File: config.mk
export PLATFORM = sky130hd
export DESIGN_NAME = bank_write_sequencer
export DESIGN_NICKNAME = d
export VERILOG_FILES = /design/src/rtl/bank_write_sequencer.sv
export SDC_FILE = /design/constraint.sdc
export NUM_CORES = 1
export LEC_CHECK = 0
export ABC_CLOCK_PERIOD_IN_PS = 3300
export CAP_MARGIN = 10
export CELL_PAD_IN_SITES_DETAIL_PLACEMENT = 0
export CELL_PAD_IN_SITES_GLOBAL_PLACEMENT = 1
export CORE_MARGIN = 3
export CORE_UTILIZATION = 36
export DETAILED_ROUTE_END_ITERATION = 6
export GPL_TIMING_DRIVEN = 0
export HOLD_SLACK_MARGIN = 0.12
export PLACE_DENSITY_LB_ADDON = 0.1
export SYNTH_ARGS = -nofsm -noshare
export SYNTH_HDL_FRONTEND = slang
export SYNTH_SLANG_ARGS = --single-unit
File: constraint.sdc
create_clock -name I_clk -period 3.3 [get_ports I_clk]
set_input_delay 0.33 -clock I_clk [delete_from_list [all_inputs] [get_ports I_clk]]
set_output_delay 0.33 -clock I_clk [all_outputs]
set_load 0.02 [all_outputs]
File: src/rtl/bank_write_sequencer.sv
// Round-robin pixel bank writer filling double-buffered blocks between frame syncs.
// Optional dropped-pixel counter port: define BANK_WRITE_SEQUENCER_OVERFLOW_COUNT_EN.
module bank_write_sequencer #(
    parameter int BANK_COUNT  = 3,
    parameter int BLOCK_DEPTH = 480,
    parameter int PIXEL_WIDTH = 24
) (
    input  logic                           I_clk,
    input  logic                           I_rst,
    input  logic                           I_vsync,
    input  logic                           I_de,
    input  logic [PIXEL_WIDTH-1:0]         I_pixel,
    input  logic                           I_block_free,
    output logic [$clog2(BLOCK_DEPTH)-1:0] O_global_address,
    output logic [BANK_COUNT-1:0]          O_bank_we,
    output logic [PIXEL_WIDTH-1:0]         O_bank_data,
    output logic                           O_block_sel,
    output logic                           O_block_done
`ifdef BANK_WRITE_SEQUENCER_OVERFLOW_COUNT_EN
    ,
    output logic [15:0]                    O_overflow_count
`endif
);

    localparam int AW = $clog2(BLOCK_DEPTH);
    localparam int BW = (BANK_COUNT > 1) ? $clog2(BANK_COUNT) : 1;

    localparam logic [AW-1:0]         ADDR_LAST = AW'(BLOCK_DEPTH - 1);
    localparam logic [AW-1:0]         ADDR_ONE  = AW'(1);
    localparam logic [BW-1:0]         BANK_LAST = BW'(BANK_COUNT - 1);
    localparam logic [BW-1:0]         BANK_ONE  = BW'(1);
    localparam logic [BANK_COUNT-1:0] WE_ONE    = BANK_COUNT'(1);

    typedef enum logic [1:0] {
        S_WAIT_FRAME = 2'd0,
        S_ACTIVE     = 2'd1,
        S_STALL      = 2'd2
    } state_t;

    state_t                   state_r, state_s;
    logic                     vsync_r;
    logic [BW-1:0]            bank_idx_r, bank_idx_s;
    logic [AW-1:0]            addr_r, addr_s;
    logic [AW-1:0]            gaddr_r, gaddr_s;
    logic [BANK_COUNT-1:0]    we_r, we_s;
    logic [PIXEL_WIDTH-1:0]   data_r, data_s;
    logic                     sel_r, sel_s;
    logic                     done_r, done_s;
    // Set alongside the final write so the buffer flips one cycle after it.
    logic                     toggle_pend_r, toggle_pend_s;
    logic                     vs_rise_s, vs_fall_s;
`ifdef BANK_WRITE_SEQUENCER_OVERFLOW_COUNT_EN
    logic [15:0]              ovf_r, ovf_s;
`endif

    assign vs_rise_s = I_vsync & ~vsync_r;
    assign vs_fall_s = ~I_vsync & vsync_r;

    // Next-state and next-output decode.
    always_comb begin
        state_s       = state_r;
        bank_idx_s    = bank_idx_r;
        addr_s        = addr_r;
        gaddr_s       = gaddr_r;
        we_s          = {BANK_COUNT{1'b0}};
        data_s        = data_r;
        done_s        = 1'b0;
        toggle_pend_s = 1'b0;
        if (toggle_pend_r) begin
            sel_s = ~sel_r;
        end else begin
            sel_s = sel_r;
        end
`ifdef BANK_WRITE_SEQUENCER_OVERFLOW_COUNT_EN
        ovf_s = ovf_r;
        if ((state_r == S_STALL) && I_de && (ovf_r != 16'hFFFF)) begin
            ovf_s = ovf_r + 16'd1;
        end else begin
            ovf_s = ovf_r;
        end
`endif

        if (vs_rise_s) begin
            // A new frame abandons any partial block without completing it.
            state_s = S_WAIT_FRAME;
        end else begin
            case (state_r)
                S_WAIT_FRAME: begin
                    if (vs_fall_s) begin
                        state_s    = S_ACTIVE;
                        bank_idx_s = {BW{1'b0}};
                        addr_s     = {AW{1'b0}};
                    end else begin
                        state_s = S_WAIT_FRAME;
                    end
                end
                S_ACTIVE: begin
                    if (I_de) begin
                        we_s    = WE_ONE << bank_idx_r;
                        data_s  = I_pixel;
                        gaddr_s = addr_r;
                        if (bank_idx_r == BANK_LAST) begin
                            bank_idx_s = {BW{1'b0}};
                            if (addr_r == ADDR_LAST) begin
                                addr_s = {AW{1'b0}};
                                done_s = 1'b1;
                                if (I_block_free) begin
                                    toggle_pend_s = 1'b1;
                                end else begin
                                    state_s = S_STALL;
                                end
                            end else begin
                                addr_s = addr_r + ADDR_ONE;
                            end
                        end else begin
                            bank_idx_s = bank_idx_r + BANK_ONE;
                        end
                    end else begin
                        bank_idx_s = bank_idx_r;
                    end
                end
                S_STALL: begin
                    if (I_block_free) begin
                        sel_s      = ~sel_s;
                        state_s    = S_ACTIVE;
                        bank_idx_s = {BW{1'b0}};
                        addr_s     = {AW{1'b0}};
                    end else begin
                        state_s = S_STALL;
                    end
                end
                default: begin
                    state_s = S_WAIT_FRAME;
                end
            endcase
        end
    end

    // State and output registers with synchronous reset.
    always_ff @(posedge I_clk) begin
        if (I_rst) begin
            state_r       <= S_WAIT_FRAME;
            vsync_r       <= 1'b0;
            bank_idx_r    <= {BW{1'b0}};
            addr_r        <= {AW{1'b0}};
            gaddr_r       <= {AW{1'b0}};
            we_r          <= {BANK_COUNT{1'b0}};
            data_r        <= {PIXEL_WIDTH{1'b0}};
            sel_r         <= 1'b0;
            done_r        <= 1'b0;
            toggle_pend_r <= 1'b0;
`ifdef BANK_WRITE_SEQUENCER_OVERFLOW_COUNT_EN
            ovf_r         <= 16'd0;
`endif
        end else begin
            state_r       <= state_s;
            vsync_r       <= I_vsync;
            bank_idx_r    <= bank_idx_s;
            addr_r        <= addr_s;
            gaddr_r       <= gaddr_s;
            we_r          <= we_s;
            data_r        <= data_s;
            sel_r         <= sel_s;
            done_r        <= done_s;
            toggle_pend_r <= toggle_pend_s;
`ifdef BANK_WRITE_SEQUENCER_OVERFLOW_COUNT_EN
            ovf_r         <= ovf_s;
`endif
        end
    end

    assign O_global_address = gaddr_r;
    assign O_bank_we        = we_r;
    assign O_bank_data      = data_r;
    assign O_block_sel      = sel_r;
    assign O_block_done     = done_r;
`ifdef BANK_WRITE_SEQUENCER_OVERFLOW_COUNT_EN
    assign O_overflow_count = ovf_r;
`endif

endmodule

==> metrics.log, run 1 <==
[metrics] end point of the worst hold path: vsync_r$_SDFF_PP0_
[metrics] depth of the worst register-to-register path: 5
[metrics] post-synth top area cell: dfxtp_1
[metrics] PwrDens: 386.7 mW/mm²
[metrics] Bufs on Longest Clock Path: 2
[metrics] IR Drop Worst-Case VDD: 0.1424 mV
[metrics] total congestion overflow after global routing: 0
[metrics] residual antenna-violating net count after detailed routing: 0
[metrics] CTS H-Tree Depth: 2
[metrics] # IOs: 67
[metrics] root buf cell: clkbuf_8
[metrics] height of the die: 84.24 µm
[metrics] Worst Tran Pin Value: 0.4744 ns
[metrics] global-route wire length before repair: 9128 µm
[metrics] Post-CTS Hold Fix Bufs: 0
[metrics] clock tree from TritonCTS: yes
[metrics] startpoint of the worst hold path: I_rst
[metrics] Fin. Hold Viols: 0
[metrics] Cell Area, Synth: approximately 0.0022 mm²
[metrics] mean routed wirelength per cell: 13.01 µm
[metrics] clock-pin slew on the worst setup and hold paths: roughly 0.090 ns
[metrics] number of library cell types mapped by synthesis: 47
[metrics] category of the worst setup path capture point: flip-flop
[metrics] DR pass1 iterations: 4
[metrics] fraction of registers with async set/reset: 0
[metrics] Synth Area per Inst: 8.573 µm²
[metrics] post-layout minimum cycle time: 1.758 ns
[metrics] Switching Power: 245.6 µW
[metrics] number of global-route vias before repair: 1831
[metrics] EDFF count, synth: 0
[metrics] net count of the mapped netlist: approximately 290
[metrics] Core Region: 0.005709 mm²
[metrics] # fillers: 564
[metrics] fraction of the cycle the final worst path needs: 0.5328
[metrics] internal reg-to-reg setup slack: approximately 1.5 ns
[metrics] largest cells by area after synthesis: dfxtp_1, nand2_1, a21oi_1, nand3_1, buf_6
[metrics] WHS Path Cells: 2
[metrics] Clock Sinks: between 50 and 60
[metrics] Hold Path Class: primary input to flip-flop
[metrics] result of the run: completed
[metrics] main flop type after synthesis: dfxtp_1
[metrics] RD Place Congestion: 0.8001
[metrics] internal power summed over all cells: around 940 µW
[metrics] portion of total power attributed to sequential cells: 0.546
[metrics] estimated wirelength of the detail-placed design: 3703 µm
[metrics] worst clock skew: 0.005044 ns
[metrics] Critical Path Start Type: flip-flop
[metrics] Multi-input gate area: ~0.0010 mm²
[metrics] sw frac: 0.2075
[metrics] Total Routed Length: 5229 µm
[metrics] share of the synthesized area in the top cell type: 0.4815
[metrics] Overall Global Routing Usage: 0.1541
[metrics] reported max-cap violation count: 0
[metrics] insertion delay to the later sink of the worst-skew pair: 0.30 ns
[metrics] number of buffers created by CTS: 5
[metrics] number of design-rule violations left by the first detailed-router iteration: 54
[metrics] die outline width: 84.24 µm
[metrics] Port-buffer cells: 65
[metrics] max-slew headroom at the worst pin: 0.6814
[metrics] # Post-CTS Setup Buffers: 0
[metrics] Power Total: roughly 1.2 mW
[metrics] nets@finish: between 300 and 400
[metrics] FF-to-FF End: state_r[1]$_SDFFE_PP0P_
[metrics] part of the power in the clock network: 0.382
[metrics] share of total power in combinational logic: 0.072
[metrics] final max-slew violation count: 0
[metrics] DRC violations left: 0
[metrics] CP required: about 3.6 ns
[metrics] ratio of cells with drive above 1 in the final layout: 0.08788
[metrics] pin count of the biggest net entering global routing: 16
[metrics] Achievable Freq: 0.5688 GHz
[metrics] die area: between 0.007 and 0.008 mm²
[metrics] worst setup path class: flip-flop to flip-flop
[metrics] post-cts sizing count: 0
[metrics] maximum fanout along the worst path: 7
[metrics] Sum Neg Setup Slack: 0 ns
[metrics] RSZ-0062 raised after global routing: no
[metrics] P&R area growth vs syn: 38.90%
[metrics] count of antenna diodes in the layout: 0
[metrics] YS warnings: 0
[metrics] register area share after synthesis: 0.4815
[metrics] synthesized instance count: 257
[metrics] reported leakage power: approximately 1 nW
[metrics] initial antenna violation count: 0
[metrics] row cnt: 27
[metrics] number of setup violations in the final report: 0
[metrics] initial core utilization: 0.3859
[metrics] via count: 1950
[metrics] Sequential Area: 0.001061 mm²
[metrics] reg-to-reg startpoint: addr_r[1]$_SDFFE_PP0P_
[metrics] Vias per Instance: 4.851
[metrics] total of flip-flops plus latches after synthesis: 53
[metrics] Arr. time, crit path: 2.01 ns
[cell type report]
type                    instances  share of cell area
clock inverters                 1            0.009812
plain buffers                  14             0.03475
inverters                       8            0.009812
clock buffers                   7             0.02821
flip-flops and latches         53              0.3467
well taps                      72             0.02944
multi-input cells             182              0.3287
repair buffers                 65              0.2126
[stage by stage]
step | std cells | cell area [µm²] | utilization | hold slack, ns | worst slack, ns
global route | 402 | 3060 | 0.5361 | 0.2758 | 1.386
detailed placement | 394 | 2944 | 0.5157 | 0.4463 | 1.231
floorplan | 257 | 2203 | - | 0.4582 | 1.844
global placement | 394 | 2944 | 0.5157 | 0.4419 | 1.221
CTS | 402 | 3060 | 0.5361 | 0.2780 | 1.535
finish | 402 | 3060 | 0.5361 | 0.2822 | 1.542
[logic make-up (layout without fill, tap and decap cells)]
| kind of cell | count (synthesis) | after routing | share of synthesized area |
|---|---|---|---|
| fa+ha+maj | 1 | 1 | 0.005678 |
| compound gates | 64 | 64 | 0.1806 |
| buf+inv | 22 | 95 | 0.06189 |
| flops | 53 | 53 | 0.4815 |
| xor+xnor | 1 | 1 | 0.003976 |
| simple gates | 116 | 116 | 0.2663 |
[power by group through the flow]
| stage | registers (mW) | logic [mW] | clock network, mW |
|---|---|---|---|
| 3_5_place_dp | 0.661 | 0.0857 | 0 |
| 2_1_floorplan | 0.664 | 0.0349 | 0 |
| 5_1_grt | 0.647 | 0.0933 | 0.495 |
| 6_report | 0.646 | 0.0852 | 0.452 |
| 3_3_place_gp | 0.661 | 0.0859 | 0 |
| 4_1_cts | 0.646 | 0.0865 | 0.471 |
[cell usage in the layout, fill, tap and decap left out, types with 5 or more instances in the layout]
| cell type | Yosys | layout |
|---|---|---|
| a21oi_1 | 40 | 40 |
| clkbuf_1 | 4 | 5 |
| clkbuf_8 | 2 | 8 |
| clkdlybuf4s50_1 | 0 | 65 |
| dfxtp_1 | 53 | 53 |
| inv_1 | 7 | 7 |
| nand2_1 | 73 | 73 |
| nand3_1 | 7 | 7 |
| nor3_1 | 5 | 5 |
[synth_stat cells, drive strengths merged, types with 2 or more instances]
cell type and n:
nand3b 3, a21o 3, o211ai 4, nand2 73, nand3 7, clkbuf 6
nand2b 3, nor2b 3, a31oi 3, a311oi 2, nor3 5, dfxtp 53
inv 8, o21ai 6, a21oi 40, buf 8, and3 3, nor2 5
nand4 3, nor4 4
[worst max-delay path, stage by stage (launching register included)]
cell and delay (ns):
dfxtp_1 0.42, ha_1 0.25, and4_1 0.34, nand2_1 0.22, o41ai_1 0.29, and3_1 0.19
[sequential cells by signal, indices dropped and copies added (netlist names)]
signal            cells
O_bank_we             3
addr_r                9
toggle_pend_r         1
O_global_address      9
O_block_sel           1
O_bank_data          24
bank_idx_r            2
vsync_r               1
state_r               2
O_block_done          1
[routing by layer]
layer,GRT usage,share of wire,up-vias
met3,0.04416,0.062,6
met1,0.2119,0.50,869
met5,0,0,-
met4,0.03947,0.010,0
met2,0.2382,0.43,45
li1,-,-,1030
[worst max-delay path by stage]
stage	from	to	cells after the start
after floorplan	addr_r[0]$_SDFFE_PP0P_	addr_r[3]$_SDFFE_PP0P_	5
after global placement	I_vsync	toggle_pend_r$_SDFF_PP0_	6
after detailed placement	I_vsync	toggle_pend_r$_SDFF_PP0_	6
after CTS	addr_r[0]$_SDFFE_PP0P_	state_r[1]$_SDFFE_PP0P_	5
after global routing	addr_r[1]$_SDFFE_PP0P_	state_r[1]$_SDFFE_PP0P_	5
final	addr_r[1]$_SDFFE_PP0P_	state_r[1]$_SDFFE_PP0P_	5
Power figures use the tool's default switching activity.
==> run 2: changes to the inputs <==
ABC_CLOCK_PERIOD_IN_PS = 1700   (was 3300)
CORE_UTILIZATION = 34   (was 36)
clock period = 1.7 ns   (was 3.3 ns; I/O delays follow)
==> metrics.log, run 2 (synthesis results as in run 1) <==
[metrics] total congestion overflow after global routing: 0 (unchanged)
[metrics] leading cell types in the layout, fill and taps excluded: nand2_1, clkdlybuf4s50_1, dfxtp_1, a21oi_1, clkbuf_8
[metrics] cell area reported after detailed placement: 0.002948 mm² (+0.13%)
[metrics] pin count of the biggest net entering global routing: 16 (unchanged)
[metrics] reported max-cap violation count: 0 (unchanged)
[metrics] Fin. Hold Viols: 0 (unchanged)
[metrics] die area: 0.007482 mm² (+5.5%)
[metrics] Total Routed Length: 5364 µm (+2.6%)
[metrics] number of buffers created by CTS: 5 (unchanged)
[metrics] internal reg-to-reg setup slack: 0.10 ns (-1.44 ns)
[metrics] utilization of the core after routing: 0.5062 (-0.02989)
[metrics] Sum Neg Setup Slack: 0 ns (unchanged)
[metrics] final max-slew violation count: 0 (unchanged)
[metrics] estimated wirelength of the detail-placed design: 3795 µm (+2.5%)
[metrics] Port-buffer cells: 65 (unchanged)
[metrics] residual antenna-violating net count after detailed routing: 0 (unchanged)
[metrics] global-route wire length before repair: 8811 µm (-3.5%)
[metrics] result of the run: completed
[metrics] worst setup path class: flip-flop to flip-flop
[metrics] Clock Sinks: 53 (unchanged)
[metrics] end point of the worst hold path: O_bank_data[14]$_SDFFE_PP0P_
[metrics] height of the die: 86.50 µm (+2.7%)
[metrics] reported leakage power: 1.028 nW (+0.42%)
[metrics] fin cells: 406 (+1.0%)
[metrics] category of the worst setup path capture point: flip-flop
[metrics] IR Drop Worst-Case VDD: 0.3373 mV (+140%)
[metrics] FF-to-FF End: addr_r[8]$_SDFFE_PP0P_
[metrics] PwrDens: 748.0 mW/mm² (+93%)
[metrics] fraction of the cycle the final worst path needs: 0.9412 (+0.4084)
[metrics] maximum fanout along the worst path: 8 (+1)
[metrics] count of antenna diodes in the layout: 0 (unchanged)
[metrics] WHS Path Cells: 3 (+1)
[metrics] CP required: 1.88 ns (-1.67 ns)
[metrics] nets@finish: 360 (+0.28%)
[metrics] # IOs: 67 (unchanged)
[metrics] Core Region: 0.006096 mm² (+6.8%)
[metrics] die outline width: 86.50 µm (+2.7%)
[metrics] post-layout minimum cycle time: 1.600 ns (-0.1582 ns)
[metrics] Overall Global Routing Usage: 0.1468 (-0.007333)
[metrics] Achievable Freq: 0.6250 GHz (+9.9%)
[metrics] DR pass1 iterations: 4 (unchanged)
[metrics] Critical Path Start Type: flip-flop
[metrics] CP max-delay cell: or4b_4
[metrics] startpoint of the worst hold path: I_pixel[14]
[metrics] P&R area growth vs syn: 40.03%
[metrics] area of all placed cells without fillers: 0.003085 mm² (+0.82%)
[metrics] startpoint of the most critical setup path: state_r[0]$_SDFFE_PP0P_
[metrics] insertion delay to the later sink of the worst-skew pair: 0.30 ns (about the same)
[metrics] worst clock skew: 0.006560 ns (+0.001517 ns)
[metrics] DRC violations left: 0 (unchanged)
[metrics] mean routed wirelength per cell: 13.21 µm (+1.6%)
[metrics] ratio of cells with drive above 1 in the final layout: 0.1057 (+0.01786)
[metrics] reg-to-reg startpoint: state_r[0]$_SDFFE_PP0P_
[metrics] clock-pin slew on the worst setup and hold paths: 0.09 ns (about the same)
[metrics] RD Place Congestion: 0.8163 (+2.0%)
[metrics] CTS H-Tree Depth: 2 (unchanged)
[metrics] row cnt: 28 (+3.7%)
[metrics] cell chain of the critical path: or4b_4 -> nand3_1 -> a21o_2 -> o221ai_2
[metrics] max-slew headroom at the worst pin: 0.6779 (-0.003474)
[metrics] # fillers: 621 (+10%)
[metrics] initial core utilization: 0.3615 (-0.02448)
[metrics] number of setup violations in the final report: 0 (unchanged)
[metrics] Vias per Instance: 4.860 (+0.18%)
[metrics] RSZ-0062 raised after global routing: no
[metrics] root buf cell: clkbuf_8
[metrics] Bufs on Longest Clock Path: 2 (unchanged)
[metrics] total instance count after detailed placement: 397 (+0.76%)
[metrics] initial antenna violation count: 0 (unchanged)
[metrics] most common library cell in the layout ignoring fill and taps: nand2_1
[metrics] depth of the worst register-to-register path: 4 (-1)
[metrics] setup ws final: 0.1000 ns (-1.442 ns)
[metrics] number of flip-flops under the largest register name: 24 (unchanged)
[metrics] clock tree from TritonCTS: yes
[metrics] number of global-route vias before repair: 1851 (+1.1%)
[metrics] Arr. time, crit path: 1.78 ns (-0.23 ns)
[metrics] number of design-rule violations left by the first detailed-router iteration: 104 (+93%)
[metrics] via count: 1973 (+1.2%)
[metrics] Hold Path Class: primary input to flip-flop
[metrics] critical path's largest stage delay: 0.57 ns (+0.15 ns)
[metrics] Place WS: -0.1969 ns (-1.428 ns)
[metrics] Worst Tran Pin Value: 0.4832 ns (+0.008773 ns)
==> run 2: changes by cell type in the layout (fill, tap and decap cells not counted) <==
cell / delta
and4_1: -1
dfxtp_1: -3
and4_4: +1
nand2_2: +1
ha_2: +1
dfxtp_2: +3
nand2_1: -1
dlygate4sd3_1: +1
ha_1: -1
==> run 2: power breakdown <==
part	switching, mW	total, mW	internal [mW]
clock	0.405	0.886	0.481
sequential	0.00559	1.25	1.25
combinational	0.0751	0.168	0.0932
total	0.486	2.31	1.82
==> run 2: how the worst max path moves through the flow <==
stage                                to  slack [ns]
2_1_floorplan    addr_r[3]$_SDFFE_PP0P_        0.24
3_3_place_gp   toggle_pend_r$_SDFF_PP0_       -0.21
3_5_place_dp   toggle_pend_r$_SDFF_PP0_       -0.20
4_1_cts         state_r[1]$_SDFFE_PP0P_       0.006
5_1_grt        toggle_pend_r$_SDFF_PP0_       0.003
6_report         addr_r[8]$_SDFFE_PP0P_        0.10
==> run 2: through the flow <==
step                      power, mW  hold slack [ns]
after global placement        1.451           0.4412
after global routing          2.418           0.3968
after detailed placement      1.450           0.4450
after floorplan               1.357           0.2982
after CTS                     2.341           0.3941
final                         2.308           0.4027
==> run 2: layout make-up <==
| cell class | count | area [µm²] | area share |
|---|---|---|---|
| sequential | 53 | 1065 | 0.3451 |
| clock buffer | 7 | 86.33 | 0.02798 |
| tap | 75 | 93.84 | 0.03041 |
| clock inverter | 1 | 30.03 | 0.009732 |
| inverter | 8 | 30.03 | 0.009732 |
| buffer | 14 | 106.4 | 0.03447 |
| timing repair buffer | 66 | 660.6 | 0.2141 |
| multi-input combinational | 182 | 1013 | 0.3285 |
==> run 2: worst max-delay path, delay by kind of cell, from the launching register on <==
kind | cells | cell delay, ns
flip-flops | 1 | 0.40
AND/OR/NAND/NOR | 2 | 0.74
AO/OA/AOI/OAI | 2 | 0.34
==> run 2: routing by layer <==
layer / global-route usage / vias up / share of wire
met5: 0 / - / 0
met4: 0.04674 / 0 / 0.012
met2: 0.2364 / 49 / 0.44
met3: 0.03897 / 6 / 0.061
met1: 0.1915 / 881 / 0.49
li1: - / 1037 / -
==> run 2: timing repair <==
action / 4_1_cts / 5_1_grt
cloned: 0 / 0
pin swaps: 0 / 2
gates resized for setup: 1 / 6
endpoints found under the hold margin: 1 / 0
hold buffers: 1 / 0
endpoints found under the setup margin: 1 / 4
setup buffers: 0 / 0
==> run 3: changes to the inputs <==
PLACE_DENSITY = 0.88   (was unset)
PLACE_DENSITY_LB_ADDON = unset   (was 0.1)
==> metrics.log, run 3 (synthesis results as in run 1) <==
[metrics] insertion delay to the later sink of the worst-skew pair: 0.30 ns (about the same)
[metrics] root buf cell: clkbuf_8
[metrics] Crit. path cell count: 5 (+1)
[metrics] reg-to-reg startpoint: addr_r[0]$_SDFFE_PP0P_
[metrics] Core Region: 0.006096 mm² (unchanged)
[metrics] share of total power in combinational logic: 0.079 (+0.006)
[metrics] setup ws final: 0.1033 ns (+0.003307 ns)
[metrics] Power Total: 2.112 mW (-8.5%)
[metrics] number of buffers created by CTS: 5 (unchanged)
[metrics] Arr. time, crit path: 1.83 ns (+0.05 ns)
[metrics] crit-path leading delay family: compound AO/OA/AOI/OAI gates
[metrics] height of the die: 86.50 µm (unchanged)
[metrics] clock tree from TritonCTS: yes
[metrics] # fillers: 634 (+2.1%)
[metrics] pin count of the biggest net entering global routing: 16 (unchanged)
[metrics] total congestion overflow after global routing: 0 (unchanged)
[metrics] Bufs on Longest Clock Path: 2 (unchanged)
[metrics] residual antenna-violating net count after detailed routing: 0 (unchanged)
[metrics] PwrDens: 690.2 mW/mm² (-7.7%)
[metrics] initial antenna violation count: 0 (unchanged)
[metrics] ratio of cells with drive above 1 in the final layout: 0.1027 (-0.003021)
[metrics] number of design-rule violations left by the first detailed-router iteration: 66 (-37%)
[metrics] # IOs: 67 (unchanged)
[metrics] CP max-delay cell: a2111oi_4
[metrics] initial core utilization: 0.3615 (unchanged)
[metrics] number of setup violations in the final report: 0 (unchanged)
[metrics] fraction of the cycle the final worst path needs: 0.9392 (-0.001945)
[metrics] internal reg-to-reg setup slack: 0.10 ns (about the same)
[metrics] Hold Path Class: primary input to flip-flop
[metrics] clock-pin slew on the worst setup and hold paths: 0.09 ns (about the same)
[metrics] critical path's largest stage delay: 0.46 ns (-0.11 ns)
[metrics] worst setup path class: flip-flop to flip-flop
[metrics] Fin. Hold Viols: 0 (unchanged)
[metrics] category of the worst setup path capture point: flip-flop
[metrics] FF-to-FF End: addr_r[5]$_SDFFE_PP0P_
[metrics] startpoint of the worst hold path: I_pixel[0]
[metrics] Critical Path Start Type: flip-flop
[metrics] cell chain of the critical path: ha_2 -> and4_4 -> a2111oi_4 -> nand4_1 -> o211ai_1
[metrics] via count: 1984 (+0.56%)
[metrics] most common library cell in the layout ignoring fill and taps: nand2_1
[metrics] leading cell types in the layout, fill and taps excluded: nand2_1, clkdlybuf4s50_1, dfxtp_1, a21oi_1
[metrics] CP required: 1.93 ns (+0.05 ns)
[metrics] Total Routed Length: 5081 µm (-5.3%)
[metrics] portion of total power attributed to sequential cells: 0.594 (+0.051)
[metrics] die outline width: 86.50 µm (unchanged)
[metrics] CTS H-Tree Depth: 2 (unchanged)
[metrics] total instance count after detailed placement: 397 (unchanged)
[metrics] Place WS: -0.1066 ns (+0.09033 ns)
[metrics] worst clock skew: 0.005291 ns (-0.001270 ns)
[metrics] fin cells: 406 (unchanged)
[metrics] sw frac: 0.2262 (+0.01568)
[metrics] Sum Neg Setup Slack: 0 ns (unchanged)
[metrics] row cnt: 28 (unchanged)
[metrics] cell area reported after detailed placement: 0.002948 mm² (unchanged)
[metrics] reported max-cap violation count: 0 (unchanged)
[metrics] IR Drop Worst-Case VDD: 0.3483 mV (+3.3%)
[metrics] Clock Sinks: 53 (unchanged)
[metrics] max-slew headroom at the worst pin: 0.6754 (-0.002492)
[metrics] nets@finish: 360 (unchanged)
[metrics] maximum fanout along the worst path: 5 (-3)
[metrics] global-route wire length before repair: 8507 µm (-3.5%)
[metrics] part of the power in the clock network: 0.327 (-0.057)
[metrics] count of buffer and inverter cells on the critical path: 0 (unchanged)
[metrics] P&R area growth vs syn: 38.84%
[metrics] depth of the worst register-to-register path: 5 (+1)
[metrics] reported leakage power: 1.013 nW (-1.4%)
[metrics] WHS Path Cells: 3 (unchanged)
[metrics] DR pass1 iterations: 4 (unchanged)
[metrics] area of all placed cells without fillers: 0.003059 mm² (-0.85%)
[metrics] Vias per Instance: 4.887 (+0.56%)
[metrics] internal power summed over all cells: 1.634 mW (-10%)
[metrics] number of flip-flops under the largest register name: 24 (unchanged)
[metrics] Switching Power: 477.7 µW (-1.7%)
[metrics] count of antenna diodes in the layout: 0 (unchanged)
[metrics] die area: 0.007482 mm² (unchanged)
[metrics] Port-buffer cells: 65 (unchanged)
[metrics] post-layout minimum cycle time: 1.597 ns (-0.003307 ns)
[metrics] # Post-CTS Setup Buffers: 0 (unchanged)
[metrics] number of global-route vias before repair: 1841 (-0.54%)
[metrics] result of the run: completed
[metrics] mean routed wirelength per cell: 12.51 µm (-5.3%)
[metrics] Worst Tran Pin Value: 0.4833 ns (+0.0001081 ns)
[metrics] Overall Global Routing Usage: 0.1391 (-0.007714)
[metrics] Achievable Freq: 0.6263 GHz (+0.21%)
[metrics] RD Place Congestion: 0.8331 (+2.1%)
[metrics] final max-slew violation count: 0 (unchanged)
[metrics] end point of the worst hold path: O_bank_data[0]$_SDFFE_PP0P_
[metrics] estimated wirelength of the detail-placed design: 3601 µm (-5.1%)
[metrics] DRC violations left: 0 (unchanged)
## run 3: cell count changes in the layout (fill, tap and decap cells not counted)
cell and change:
bufinv_16 -1, clkbuf_1 +1, clkbuf_8 -1, clkinvlp_4 +1, dfxtp_1 +1, dfxtp_2 -1, o41ai_1 -1, o41ai_2 +1
## run 3: worst register-to-register path, cell delays in order, from the launching register on
cell and delay (ns):
dfxtp_2 0.35, ha_2 0.21, and4_4 0.23, a2111oi_4 0.46, nand4_1 0.17, o211ai_1 0.11
## run 3: worst max path at each step
stage	start	end	slack (ns)
4_1_cts	addr_r[0]$_SDFFE_PP0P_	addr_r[5]$_SDFFE_PP0P_	0.03
6_report	addr_r[0]$_SDFFE_PP0P_	addr_r[5]$_SDFFE_PP0P_	0.10
3_5_place_dp	I_vsync	toggle_pend_r$_SDFF_PP0_	-0.11
5_1_grt	addr_r[0]$_SDFFE_PP0P_	addr_r[5]$_SDFFE_PP0P_	-0.0004
2_1_floorplan	addr_r[0]$_SDFFE_PP0P_	addr_r[3]$_SDFFE_PP0P_	0.24
3_3_place_gp	I_vsync	toggle_pend_r$_SDFF_PP0_	-0.11
## run 3: final cells by class
type	instances	area, µm²	area share
Multi-Input combinational cell	182	1021	0.3337
Tap cell	75	93.84	0.03067
Sequential cell	53	1064	0.3476
Buffer	14	106.4	0.03476
Clock buffer	7	76.32	0.02495
Clock inverter	1	7.507	0.002454
Timing Repair Buffer	66	660.6	0.2160
Inverter	8	30.03	0.009816
## run 3: layer usage
metal | GRT usage | up-vias | part of all wire
li1 | - | 1030 | -
met1 | 0.1830 | 896 | 0.47
met2 | 0.2274 | 50 | 0.46
met3 | 0.03137 | 8 | 0.060
met4 | 0.04249 | 0 | 0.014
met5 | 0 | - | 0
## run 3: timing repair
item,4_1_cts,5_1_grt
hold endpoints to repair,2,0
resized for setup,2,5
hold buffers,1,0
cloned,0,0
endpoints found under the setup margin,1,4
pin swaps,0,3
## run 3: metrics by stage
| step | util | hold WS (ns) |
|---|---|---|
| 6_report | 0.5018 | 0.4076 |
| 3_5_place_dp | 0.4836 | 0.4423 |
| 5_1_grt | 0.5018 | 0.4080 |
| 4_1_cts | 0.4996 | 0.3969 |
| 3_3_place_gp | 0.4836 | 0.4409 |
| 2_1_floorplan | - | 0.2982 |
## run 3: power by group through the flow
stage | Combinational [mW] | Sequential [mW] | Clock [mW]
2_1_floorplan | 0.0677 | 1.29 | 0
3_3_place_gp | 0.166 | 1.28 | 0
3_5_place_dp | 0.166 | 1.28 | 0
4_1_cts | 0.168 | 1.25 | 0.733
5_1_grt | 0.181 | 1.26 | 0.783
6_report | 0.167 | 1.25 | 0.691
